`src/rtl/tmds_decoder.sv`:
```
// rtl/tmds_decoder.sv - two-stage TMDS symbol decoder with HUNT/LOCKED lock tracking
// Optional running-disparity tracker compiled in with TMDS_DISPARITY_CHECK_EN.
module tmds_decoder (
    input  logic       clk_in,
    input  logic       rst_in,
    input  logic [9:0] tmds_in,
    input  logic       valid_in,
    output logic [7:0] data_out,
    output logic [1:0] control_out,
    output logic       ve_out,
    output logic       valid_out,
    output logic       err_out,
    output logic       disp_err_out,
    output logic       locked_out
);

    localparam logic [9:0] TOK_00 = 10'b1101010100;
    localparam logic [9:0] TOK_01 = 10'b0010101011;
    localparam logic [9:0] TOK_10 = 10'b0101010100;
    localparam logic [9:0] TOK_11 = 10'b1010101011;

    localparam logic [0:0] ST_HUNT   = 1'b0;
    localparam logic [0:0] ST_LOCKED = 1'b1;

    function automatic logic [3:0] popcount8(input logic [7:0] v);
        logic [3:0] n;
        n = 4'd0;
        for (int i = 0; i < 8; i++) begin
            n = n + {3'b000, v[i]};
        end
        return n;
    endfunction

    // Stage 1: classify and recover the byte
    logic       s1_valid_q, s1_valid_d;
    logic       s1_ctrl_q, s1_ctrl_d;
    logic [1:0] s1_cval_q, s1_cval_d;
    logic [7:0] s1_data_q, s1_data_d;
    logic       s1_method_q, s1_method_d;

    // Stage 2: checked outputs and lock state
    logic [7:0] data_q, data_d;
    logic [1:0] ctrl_q, ctrl_d;
    logic       ve_q, ve_d;
    logic       valid_q, valid_d;
    logic       err_q, err_d;
    logic [0:0] state_q, state_d;
    logic [2:0] run_q, run_d;
    logic [1:0] errc_q, errc_d;

    logic [7:0] sym_q;
    logic [7:0] sym_dec;
    logic       sym_is_ctrl;
    logic [1:0] sym_cval;

    always_comb begin
        sym_q      = tmds_in[9] ? ~tmds_in[7:0] : tmds_in[7:0];
        sym_dec    = 8'h00;
        sym_dec[0] = sym_q[0];
        for (int i = 1; i < 8; i++) begin
            sym_dec[i] = tmds_in[8] ? (sym_q[i] ^ sym_q[i-1]) : ~(sym_q[i] ^ sym_q[i-1]);
        end
    end

    always_comb begin
        sym_is_ctrl = 1'b1;
        sym_cval    = 2'b00;
        case (tmds_in)
            TOK_00:  sym_cval = 2'b00;
            TOK_01:  sym_cval = 2'b01;
            TOK_10:  sym_cval = 2'b10;
            TOK_11:  sym_cval = 2'b11;
            default: sym_is_ctrl = 1'b0;
        endcase
    end

    always_comb begin
        s1_valid_d  = valid_in;
        s1_ctrl_d   = s1_ctrl_q;
        s1_cval_d   = s1_cval_q;
        s1_data_d   = s1_data_q;
        s1_method_d = s1_method_q;
        if (valid_in) begin
            s1_ctrl_d   = sym_is_ctrl;
            s1_cval_d   = sym_is_ctrl ? sym_cval : 2'b00;
            s1_data_d   = sym_is_ctrl ? 8'h00 : sym_dec;
            s1_method_d = tmds_in[8];
        end
    end

    // The encoder chooses XNOR (bit 8 = 0) for byte-heavy data; a mismatch flags a bad symbol.
    logic [3:0] chk_ones;
    logic       chk_pick_xnor;
    logic       chk_err;

    always_comb begin
        chk_ones      = popcount8(s1_data_q);
        chk_pick_xnor = (chk_ones > 4'd4) || ((chk_ones == 4'd4) && !s1_data_q[0]);
        chk_err       = !s1_ctrl_q && (s1_method_q == chk_pick_xnor);
    end

    always_comb begin
        valid_d = s1_valid_q;
        data_d  = data_q;
        ctrl_d  = ctrl_q;
        ve_d    = ve_q;
        err_d   = err_q;
        state_d = state_q;
        run_d   = run_q;
        errc_d  = errc_q;
        if (s1_valid_q) begin
            data_d = s1_data_q;
            ctrl_d = s1_cval_q;
            ve_d   = !s1_ctrl_q;
            err_d  = chk_err;
            if (state_q == ST_HUNT) begin
                if (!s1_ctrl_q) begin
                    run_d = 3'd0;
                end else if (run_q == 3'd7) begin
                    state_d = ST_LOCKED;
                    run_d   = 3'd0;
                end else begin
                    run_d = run_q + 3'd1;
                end
            end else begin
                if (!chk_err) begin
                    errc_d = 2'd0;
                end else if (errc_q == 2'd3) begin
                    state_d = ST_HUNT;
                    errc_d  = 2'd0;
                    run_d   = 3'd0;
                end else begin
                    errc_d = errc_q + 2'd1;
                end
            end
        end
    end

    always_ff @(posedge clk_in) begin
        if (rst_in) begin
            s1_valid_q  <= 1'b0;
            s1_ctrl_q   <= 1'b0;
            s1_cval_q   <= 2'b00;
            s1_data_q   <= 8'h00;
            s1_method_q <= 1'b0;
            data_q      <= 8'h00;
            ctrl_q      <= 2'b00;
            ve_q        <= 1'b0;
            valid_q     <= 1'b0;
            err_q       <= 1'b0;
            state_q     <= ST_HUNT;
            run_q       <= 3'd0;
            errc_q      <= 2'd0;
        end else begin
            s1_valid_q  <= s1_valid_d;
            s1_ctrl_q   <= s1_ctrl_d;
            s1_cval_q   <= s1_cval_d;
            s1_data_q   <= s1_data_d;
            s1_method_q <= s1_method_d;
            data_q      <= data_d;
            ctrl_q      <= ctrl_d;
            ve_q        <= ve_d;
            valid_q     <= valid_d;
            err_q       <= err_d;
            state_q     <= state_d;
            run_q       <= run_d;
            errc_q      <= errc_d;
        end
    end

`ifdef TMDS_DISPARITY_CHECK_EN
    function automatic logic [3:0] popcount10(input logic [9:0] v);
        logic [3:0] n;
        n = 4'd0;
        for (int i = 0; i < 10; i++) begin
            n = n + {3'b000, v[i]};
        end
        return n;
    endfunction

    logic        [3:0] s1_ones_q, s1_ones_d;
    logic signed [5:0] tally_q, tally_d;
    logic              derr_q, derr_d;
    logic signed [6:0] tally_sum;

    always_comb begin
        s1_ones_d = valid_in ? popcount10(tmds_in) : s1_ones_q;
    end

    // Tally is the running sum of (ones - 5), clamped to the 6-bit signed range.
    always_comb begin
        tally_sum = {tally_q[5], tally_q} + {3'b000, s1_ones_q} - 7'sd5;
        tally_d   = tally_q;
        derr_d    = derr_q;
        if (s1_valid_q) begin
            if (s1_ctrl_q) begin
                tally_d = 6'sd0;
                derr_d  = 1'b0;
            end else begin
                if (tally_sum > 7'sd31) begin
                    tally_d = 6'sd31;
                end else if (tally_sum < -7'sd31) begin
                    tally_d = -6'sd31;
                end else begin
                    tally_d = tally_sum[5:0];
                end
                if ((tally_sum > 7'sd12) || (tally_sum < -7'sd12)) begin
                    derr_d = 1'b1;
                end
            end
        end
    end

    always_ff @(posedge clk_in) begin
        if (rst_in) begin
            s1_ones_q <= 4'd0;
            tally_q   <= 6'sd0;
            derr_q    <= 1'b0;
        end else begin
            s1_ones_q <= s1_ones_d;
            tally_q   <= tally_d;
            derr_q    <= derr_d;
        end
    end

    assign disp_err_out = derr_q;
`else
    assign disp_err_out = 1'b0;
`endif

    assign data_out    = data_q;
    assign control_out = ctrl_q;
    assign ve_out      = ve_q;
    assign valid_out   = valid_q;
    assign err_out     = err_q;
    assign locked_out  = (state_q == ST_LOCKED);

endmodule

```
`config.mk`:
```
export PLATFORM = sky130hd
export DESIGN_NAME = tmds_decoder
export DESIGN_NICKNAME = d
export VERILOG_FILES = /design/src/rtl/tmds_decoder.sv
export SDC_FILE = /design/constraint.sdc
export NUM_CORES = 1
export LEC_CHECK = 0
export ABC_AREA = 1
export BUFFER_PORTS_ARGS = -buffer_cell sky130_fd_sc_hd__buf_2
export CAP_MARGIN = 20
export CELL_PAD_IN_SITES_DETAIL_PLACEMENT = 0
export CELL_PAD_IN_SITES_GLOBAL_PLACEMENT = 1
export CORE_UTILIZATION = 43
export CTS_CLUSTER_DIAMETER = 150
export DETAILED_ROUTE_END_ITERATION = 7
export PLACE_DENSITY = 0.86
export SLEW_MARGIN = 20
export SYNTH_ARGS = -nofsm -noshare
export SYNTH_HDL_FRONTEND = slang
export SYNTH_SLANG_ARGS = --single-unit
```
`constraint.sdc`:
```
create_clock -name clk_in -period 8.5 [get_ports clk_in]
set_input_delay 1.7 -clock clk_in [delete_from_list [all_inputs] [get_ports clk_in]]
set_output_delay 1.7 -clock clk_in [all_outputs]
set_load 0.005 [all_outputs]
```
### After elaboration in Yosys (flattened, before gate mapping)

Index checks and enable logic that the tools add are counted.

* bits in registers: 32
* bits in latches: 0
* bits in writable memories: 0
* memory bits (read-only): 0
* input port bits: 13
* word-level logic and storage cells: 80
* memories: 0

* add/sub/neg operators: 9
* multipliers: 0
* divide/modulo/power cells: 0
* magnitude comparators: 1
* equal/unequal tests: 10
* shift operators: 0
* multiplexer cells: 24
* bitwise logic cells: 15
* reductions and logical operators: 8

Operator list (number)
* == test 10 bit, second input constant: 2
* adder 4 x 1 -> 4 bit: 4
* two-way mux 8 bit: 2
* two-way mux 3 bit: 5
* two-way mux 1 bit: 13
* == test 10 x 8 -> 1 bit, second input constant: 1
* == test 10 x 9 -> 1 bit, second input constant: 1
* NOT 8 bit: 1
* NOT 1 bit: 7
* bitwise XOR 1 bit: 7
* two-way mux 2 bit: 3
* case mux 2 bit (3 select lines): 1
* adder 3 x 1 -> 4 bit: 1
* == test 4 x 3 -> 1 bit, second input constant: 1
* greater-than comparator 4 x 3 -> 1 bit, second input constant: 1
* != test 2 x 1 -> 1 bit, second input constant: 2
* OR reduction 4 bit: 1
* adder 2 x 1 -> 3 bit: 1
* adder 3 x 1 -> 3 bit, second input constant: 1
* == test 3 bit, second input constant: 1
* AND reduction 3 bit: 1
* adder 1 x 1 -> 2 bit: 1
* adder 2 x 1 -> 2 bit, second input constant: 1
* == test 2 bit, second input constant: 1
* other kinds (5): 7

### Depth between registers and ports, before layout

Gate-level depths: netlist of the first run.

* depth in word-level cells: 14
* depth in mapped cells: 19
* mapped depth without buffers: 19

### Least setup slack after synthesis of the first run

Ideal clock, no wire load.

* path type: reg-to-reg
* start point: reg s1_data_q[0]
* end point: reg state_q (netlist: locked_out)
* data arrival time: 3171 ps
* data required time: 8387 ps
* slack: 5216 ps
* stages on the path, launching flop included: 17
* cells stage by stage: dfxtp_1 -> fa_1 -> inv_1 -> fa_1 -> fa_1 -> inv_1 -> ha_1 -> fa_1 -> inv_1 -> nand3_1 -> nand2_2 -> nand3_1 -> nand3_2 -> nand2_4 -> nand3_4 -> o21ai_1 -> inv_1

* word-level cells in the longest chain between the ends: 14

Ends and longest elaborated chain
* start, declared: line 38 `logic [7:0] s1_data_q, s1_data_d;`
* start signal, assigned: line 158 `s1_data_q <= s1_data_d;`
* branches (longest 9 deep; another with adder 3 x 1 -> 4 bit)
* logical OR 1 bit (*): line 98 `chk_pick_xnor = (chk_ones > 4'd4) || ((chk_ones == 4'd4) && !s1_data_q[0]);`
* == test 1 bit (*): line 99 `chk_err = !s1_ctrl_q && (s1_method_q == chk_pick_xnor);`
* logical AND 1 bit (*): line 99
* two-way mux 1 bit (*): line 126 `if (!chk_err) begin`
* two-way mux 1 bit (*): line 116 `if (state_q == ST_HUNT) begin`
* end signal, assigned: line 165 `state_q <= state_d;`
* end, declared: line 47 `logic [0:0] state_q, state_d;`

Every way passes the cells marked *.
A chain may end at the register's enable or synchronous reset.

### Final worst setup path of the first run

Ends and elaborated chain as after synthesis.

==> impl_metrics.toml, run 1 <==
[global_route]
track_usage_pct = 17.5
grt_pass1_vias = 1251
grt_pass1_wl_mm = 5.42
gr-total-overflow = 0
grt_max_degree = 29
antenna_found_initial = 0

[timing]
worst_slew_pin_slew_ps = 899
holdWs_ps = 467
hold_viol = 0
period_share_pct = 40.7
clock_skew_ps = 4.06
maxSlewViolCount = 0
report.final.setup_viol = 0
period_needed_ps = 3460
setup_tns_ps = 0
rsz0062_at_grt = "false"
max_freq_ghz = 0.289
relSlewSlack_pct = 40.0

[drt]
via_count = 1294
wl_mm = 3.08
detail-route-antenna-nets = 0
via_per_inst = 4.59
wire_per_inst_um = 10.9
dr.pass1.iters = 6
drc = 0
drtIter0Drc = 61

[pwr]
p_sw_share_pct = 27.8
pwr-share-seq_pct = 47.5
power_leakage_nw = 0.909
power_density_nw_per_um2 = 187
power_frac_comb_pct = 18.8
peakVddDrop_uv = 70.6
p_int_w = 0.000254
clkPwrFrac_pct = 33.6
power.switching_w = 0.0000976

[finish]
final_cell_mix = "inv_1 (36), dfxtp_1 (32), nand2_1 (26), buf_2 (26), o21ai_0 (16)"
num-fill-cells = 386
drive_gt1_share_pct = 19.2
register_area_um2 = 641
finalNetCount = 256
final_common_cell = "inv_1"
syn_to_final_growth_pct = 14.9
multiInputGateArea_um2 = 821
diodes = 0

[setup_path]
crit_arrival_ps = 3630
critPathKind = "register to register"
worstSetupEndpointType = "register"
crit_chain = "fa_1 > inv_1 > fa_1 > fa_1 > inv_1 > ha_1 > fa_1 > inv_1 > nand3_1 > nand2_2 > nand3_1 > nand3_2 > nand2_4 > nand3_4 > o21ai_1 > inv_1"
required_ps = 8680
crit_path_max_incr_delay_ps = 530
slowest_stage = "fa_1"
worstSetupStartpointType = "register"
worst-path-max-fanout = 4

[floorplanning]
die_w_um = 63.8
row_count = 22
die_area_um2 = 4070
core_um2 = 3660
start_util_pct = 44.8
die_y_um = 63.8
io_pins = 28

[synthesis]
syn_inst = 207
synth_nets = 230
synth_top_cell_by_area = "dfxtp_1"
ys_seq_area_share_pct = 39.1
yosysUniqueCellTypes = 31
synth_top_area_share_pct = 39.1
avgSynthCellArea_um2 = 7.92
synth_seq_cells = 32
synth_area_leaders = "dfxtp_1 (39%), inv_1 (8.2%), nand2_1 (5.9%), fa_1 (4.9%), o21ai_0 (4.9%)"
ys_warn_count = 0
synth_area_um2 = 1640

[place]
gp_congestion = 0.793
portBuffers = 26
dpl.hpwl_mm = 2.31

[clocking]
postCtsHoldBufs = 0
clk_pin_slew_ps = 60
cts_buffers = 5
cts_tree = "yes"
clk_latency_ps = 280
postCtsSetupRepairBufs = 0
clockBufferDepth = 2
root_buffer = "clkbuf_8"
cts.sinks = 32
ctsResizeCount = 0
htree_levels = 2

[hold_path]
hp-class = "register to register"

[job]
maxCapViolCount = 0

[run_status]
status = "finished clean"
[sequential cells by signal, summed over array words and instances, names as in the netlist, 2 cells and up]
| register | cells |
|---|---|
| control_out | 2 |
| data_out | 8 |
| errc_q | 2 |
| run_q | 3 |
| s1_cval_q | 2 |
| s1_data_q | 8 |
[path summary, 6_finish.rpt]
| kind | startpoint | endpoint | slack [ps] | cells past startpoint |
|---|---|---|---|---|
| setup / recovery | s1_data_q[0] | locked_out | 5040 | 16 |
| hold / removal | s1_ctrl_q | ve_out | 470 | 1 |
| hold reg to reg | s1_ctrl_q | ve_out | 470 | 1 |
| setup reg to reg | s1_data_q[0] | locked_out | 5040 | 16 |
[Yosys cell counts]
master / n
nor3_1: 3
nand2_1: 26
nand3b_1: 1
buf_2: 2
o22ai_1: 4
nand2_4: 1
ha_1: 6
dfxtp_1: 32
clkbuf_1: 2
or2_1: 1
nand2_2: 4
buf_1: 1
xor2_1: 3
and3_4: 1
nand3_2: 2
conb_1: 1
nand3_4: 1
o21ai_1: 4
or2_4: 1
inv_2: 2
fa_1: 4
o211ai_1: 2
nor2_4: 1
nand3_1: 7
a21oi_1: 14
inv_1: 36
xnor2_1: 9
o21ai_0: 16
buf_4: 2
nor2_1: 13
nand4_1: 5
[cells by family (layout without fill, tap and decap cells)]
group / after synthesis / count (layout) / share of synthesized area (%)
compound gates: 40 / 40 / 12.8
xor+xnor: 12 / 12 / 6.41
fa+ha+maj: 10 / 10 / 9.46
buf+inv: 45 / 72 / 10.9
flops: 32 / 32 / 39.1
other cells: 1 / 1 / 0.229
simple gates: 67 / 67 / 21.1
[critical path: cells and delay by family (launching register included)]
kind | cells | cell delay (ps)
compound gates | 1 | 160
buf+inv | 4 | 170
fa+ha+maj | 5 | 2140
flops | 1 | 340
simple gates | 6 | 540
[power groups by stage]
stage	registers, W	clock network (W)	logic [W]
2_1_floorplan	0.000168	0	0.0000500
3_3_place_gp	0.000170	0	0.0000646
3_5_place_dp	0.000171	0	0.0000668
4_1_cts	0.000167	0.000121	0.0000674
5_1_grt	0.000168	0.000132	0.0000767
6_report	0.000167	0.000118	0.0000661
[per-layer routing]
metal / global-route usage (%) / share of wire, %
met1: 21.1 / 50
met2: 28.9 / 45
met3: 5.00 / 3.4
met4: 7.67 / 0.88
met5: 0 / 0
[stage by stage]
step | util [%] | std cells | setup WS, ps | power [W] | cell area [µm²]
2_1_floorplan | - | 207 | 5220 | 0.000218 | 1640
3_3_place_gp | 49.0 | 274 | 5110 | 0.000235 | 1790
3_5_place_dp | 49.0 | 274 | 5040 | 0.000237 | 1790
4_1_cts | 51.5 | 282 | 5030 | 0.000356 | 1880
5_1_grt | 51.5 | 282 | 4810 | 0.000377 | 1880
6_report | 51.5 | 282 | 5040 | 0.000352 | 1880
[cell type report]
| type | instances | area share [%] |
|---|---|---|
| Inverter | 38 | 7.57 |
| Sequential cell | 32 | 34.0 |
| Timing Repair Buffer | 26 | 6.91 |
| Multi-Input combinational cell | 130 | 43.6 |
| Clock buffer | 8 | 4.78 |
| Tap cell | 48 | 3.19 |
No activity file was read; power rests on OpenSTA's default activity.
==> inputs of run 2 (changes only) <==
CORE_UTILIZATION = 40   (was 43)
PLACE_DENSITY = 0.81   (was 0.86)
clock period = 3.2 ns   (was 8.5 ns; I/O delays follow)
==> impl_metrics.toml, run 2 (same netlist as run 1, synthesis figures left out) <==
[timing]
max_freq_ghz = 0.296
relSlewSlack_pct = 38.4
period_share_pct = 106
clock_skew_ps = 1.49
worst_slew_pin_slew_ps = 922
maxSlewViolCount = 0
setup_ws_ps = -180
period_needed_ps = 3380
report.final.setup_viol = 7
rsz0062_at_grt = "true"
hold_viol = 0

[finish]
final_common_cell = "inv_1"
finalNetCount = 259
drive_gt1_share_pct = 23.6
syn_to_final_growth_pct = 20.2
stdcell_area_um2 = 1970
diodes = 0
num-fill-cells = 374
final_cell_mix = "inv_1 (36), dfxtp_1 (31), nand2_1 (26), buf_2 (26), o21ai_0 (16)"

[floorplanning]
die_area_um2 = 4360
core_um2 = 3800
die_y_um = 66.0
io_pins = 28
die_w_um = 66.0
start_util_pct = 43.2
row_count = 22

[clocking]
clk_latency_ps = 280
cts.sinks = 32
root_buffer = "clkbuf_8"
postCtsSetupRepairBufs = 0
clk_pin_slew_ps = 70
cts_buffers = 5
cts_tree = "yes"
htree_levels = 2
clockBufferDepth = 2

[pwr]
peakVddDrop_uv = 256
power_density_nw_per_um2 = 537
p_sw_share_pct = 26.1
power_frac_comb_pct = 18.1
p_int_w = 0.000783
clkPwrFrac_pct = 40.0
pwr-share-seq_pct = 41.9
power_leakage_nw = 0.945
power.switching_w = 0.000276

[drt]
via_per_inst = 4.70
via_count = 1339
detail-route-antenna-nets = 0
wl_mm = 3.13
dr.pass1.iters = 4
wire_per_inst_um = 11.0
drtIter0Drc = 36
drc = 0

[global_route]
gr-total-overflow = 0
antenna_found_initial = 0
grt_pass1_wl_mm = 5.55
grt_max_degree = 29
track_usage_pct = 17.1
grt_pass1_vias = 1265

[setup_path]
worstSetupStartpointType = "register"
setup.worst_path.start = "s1_data_q[0]"
reg2reg_from = "s1_data_q[0]"
critPathKind = "register to register"
crit_arrival_ps = 3560
worstReg2RegEnd = "locked_out"
required_ps = 3380
worstSetupEndpointType = "register"
reg2reg_slack_ps = -180
reg2regPathDepth = 17
critPathCapture = "locked_out"
worst-path-max-fanout = 4

[place]
place_ws_ps = -199
portBuffers = 26
dpl.hpwl_mm = 2.37
gp_congestion = 0.786
place_area_um2 = 1830

[hold_path]
hp-class = "register to register"

[run_status]
status = "finished with violations"
violations = "negative setup slack"

[job]
maxCapViolCount = 0
==> run 2: worst min path at each step <==
| stage | startpoint | end | depth (start not counted) |
|---|---|---|---|
| global route | s1_ctrl_q | ve_out | 1 |
| finish | s1_ctrl_q | ve_out | 1 |
| CTS | s1_ctrl_q | ve_out | 1 |
| detailed placement | s1_ctrl_q | ve_out | 1 |
| floorplan | s1_ctrl_q | ve_out | 1 |
| global placement | s1_ctrl_q | ve_out | 1 |
==> run 2: metrics by stage <==
step / setup TNS, ps / std cells / hold WS, ps / utilization, % / power (W)
after global routing: -2040 / 285 / 473 / 51.9 / 0.00112
final: -965 / 285 / 447 / 51.9 / 0.00106
after detailed placement: -1030 / 277 / 437 / 48.3 / 0.000641
after global placement: -534 / 277 / 437 / 48.3 / 0.000636
after CTS: -1060 / 285 / 443 / 51.7 / 0.00107
after floorplan: -86.9 / 207 / 406 / - / 0.000584
==> run 2: what timing repair did <==
item                                    CTS  global route
pin swaps                                 2             1
endpoints found under the setup margin    7             7
hold buffers                              0             0
gates resized for setup                   1             2
==> run 2: area by class of cell <==
| cell class | count | area, µm² | area share (%) |
|---|---|---|---|
| tap | 48 | 60.1 | 3.05 |
| multi-input combinational | 130 | 848 | 43.0 |
| inverter | 38 | 143 | 7.23 |
| clock buffer | 7 | 96.3 | 4.89 |
| timing repair buffer | 29 | 153 | 7.74 |
| sequential | 32 | 642 | 32.6 |
| clock inverter | 1 | 30.0 | 1.52 |
==> run 2: power groups by stage <==
stage	registers, W	logic [W]	clock network (W)
after floorplan	0.000447	0.000137	0
after global placement	0.000452	0.000184	0
after detailed placement	0.000453	0.000188	0
after CTS	0.000444	0.000193	0.000436
after global routing	0.000448	0.000224	0.000452
final	0.000444	0.000192	0.000424
==> run 2: layer usage <==
layer  wire length, µm  vias to the layer above  track usage [%]
met5                 0                        -                0
met4                53                        0             7.18
met3               107                        5             4.14
met2              1350                       28             27.4
met1              1610                      591             21.7
li1                  -                      715                -
==> run 2: critical path: stages, from the launching register on <==
cell	delay (ps)
dfxtp_2	330
fa_1	530
inv_1	50
fa_1	450
fa_1	490
inv_1	40
ha_2	170
fa_1	430
inv_1	80
nand3_2	60
nand2_2	80
nand2_2	50
nand2_2	70
nand3_4	90
nand2_4	100
nand3_4	80
o21ai_2	150
inv_1	40
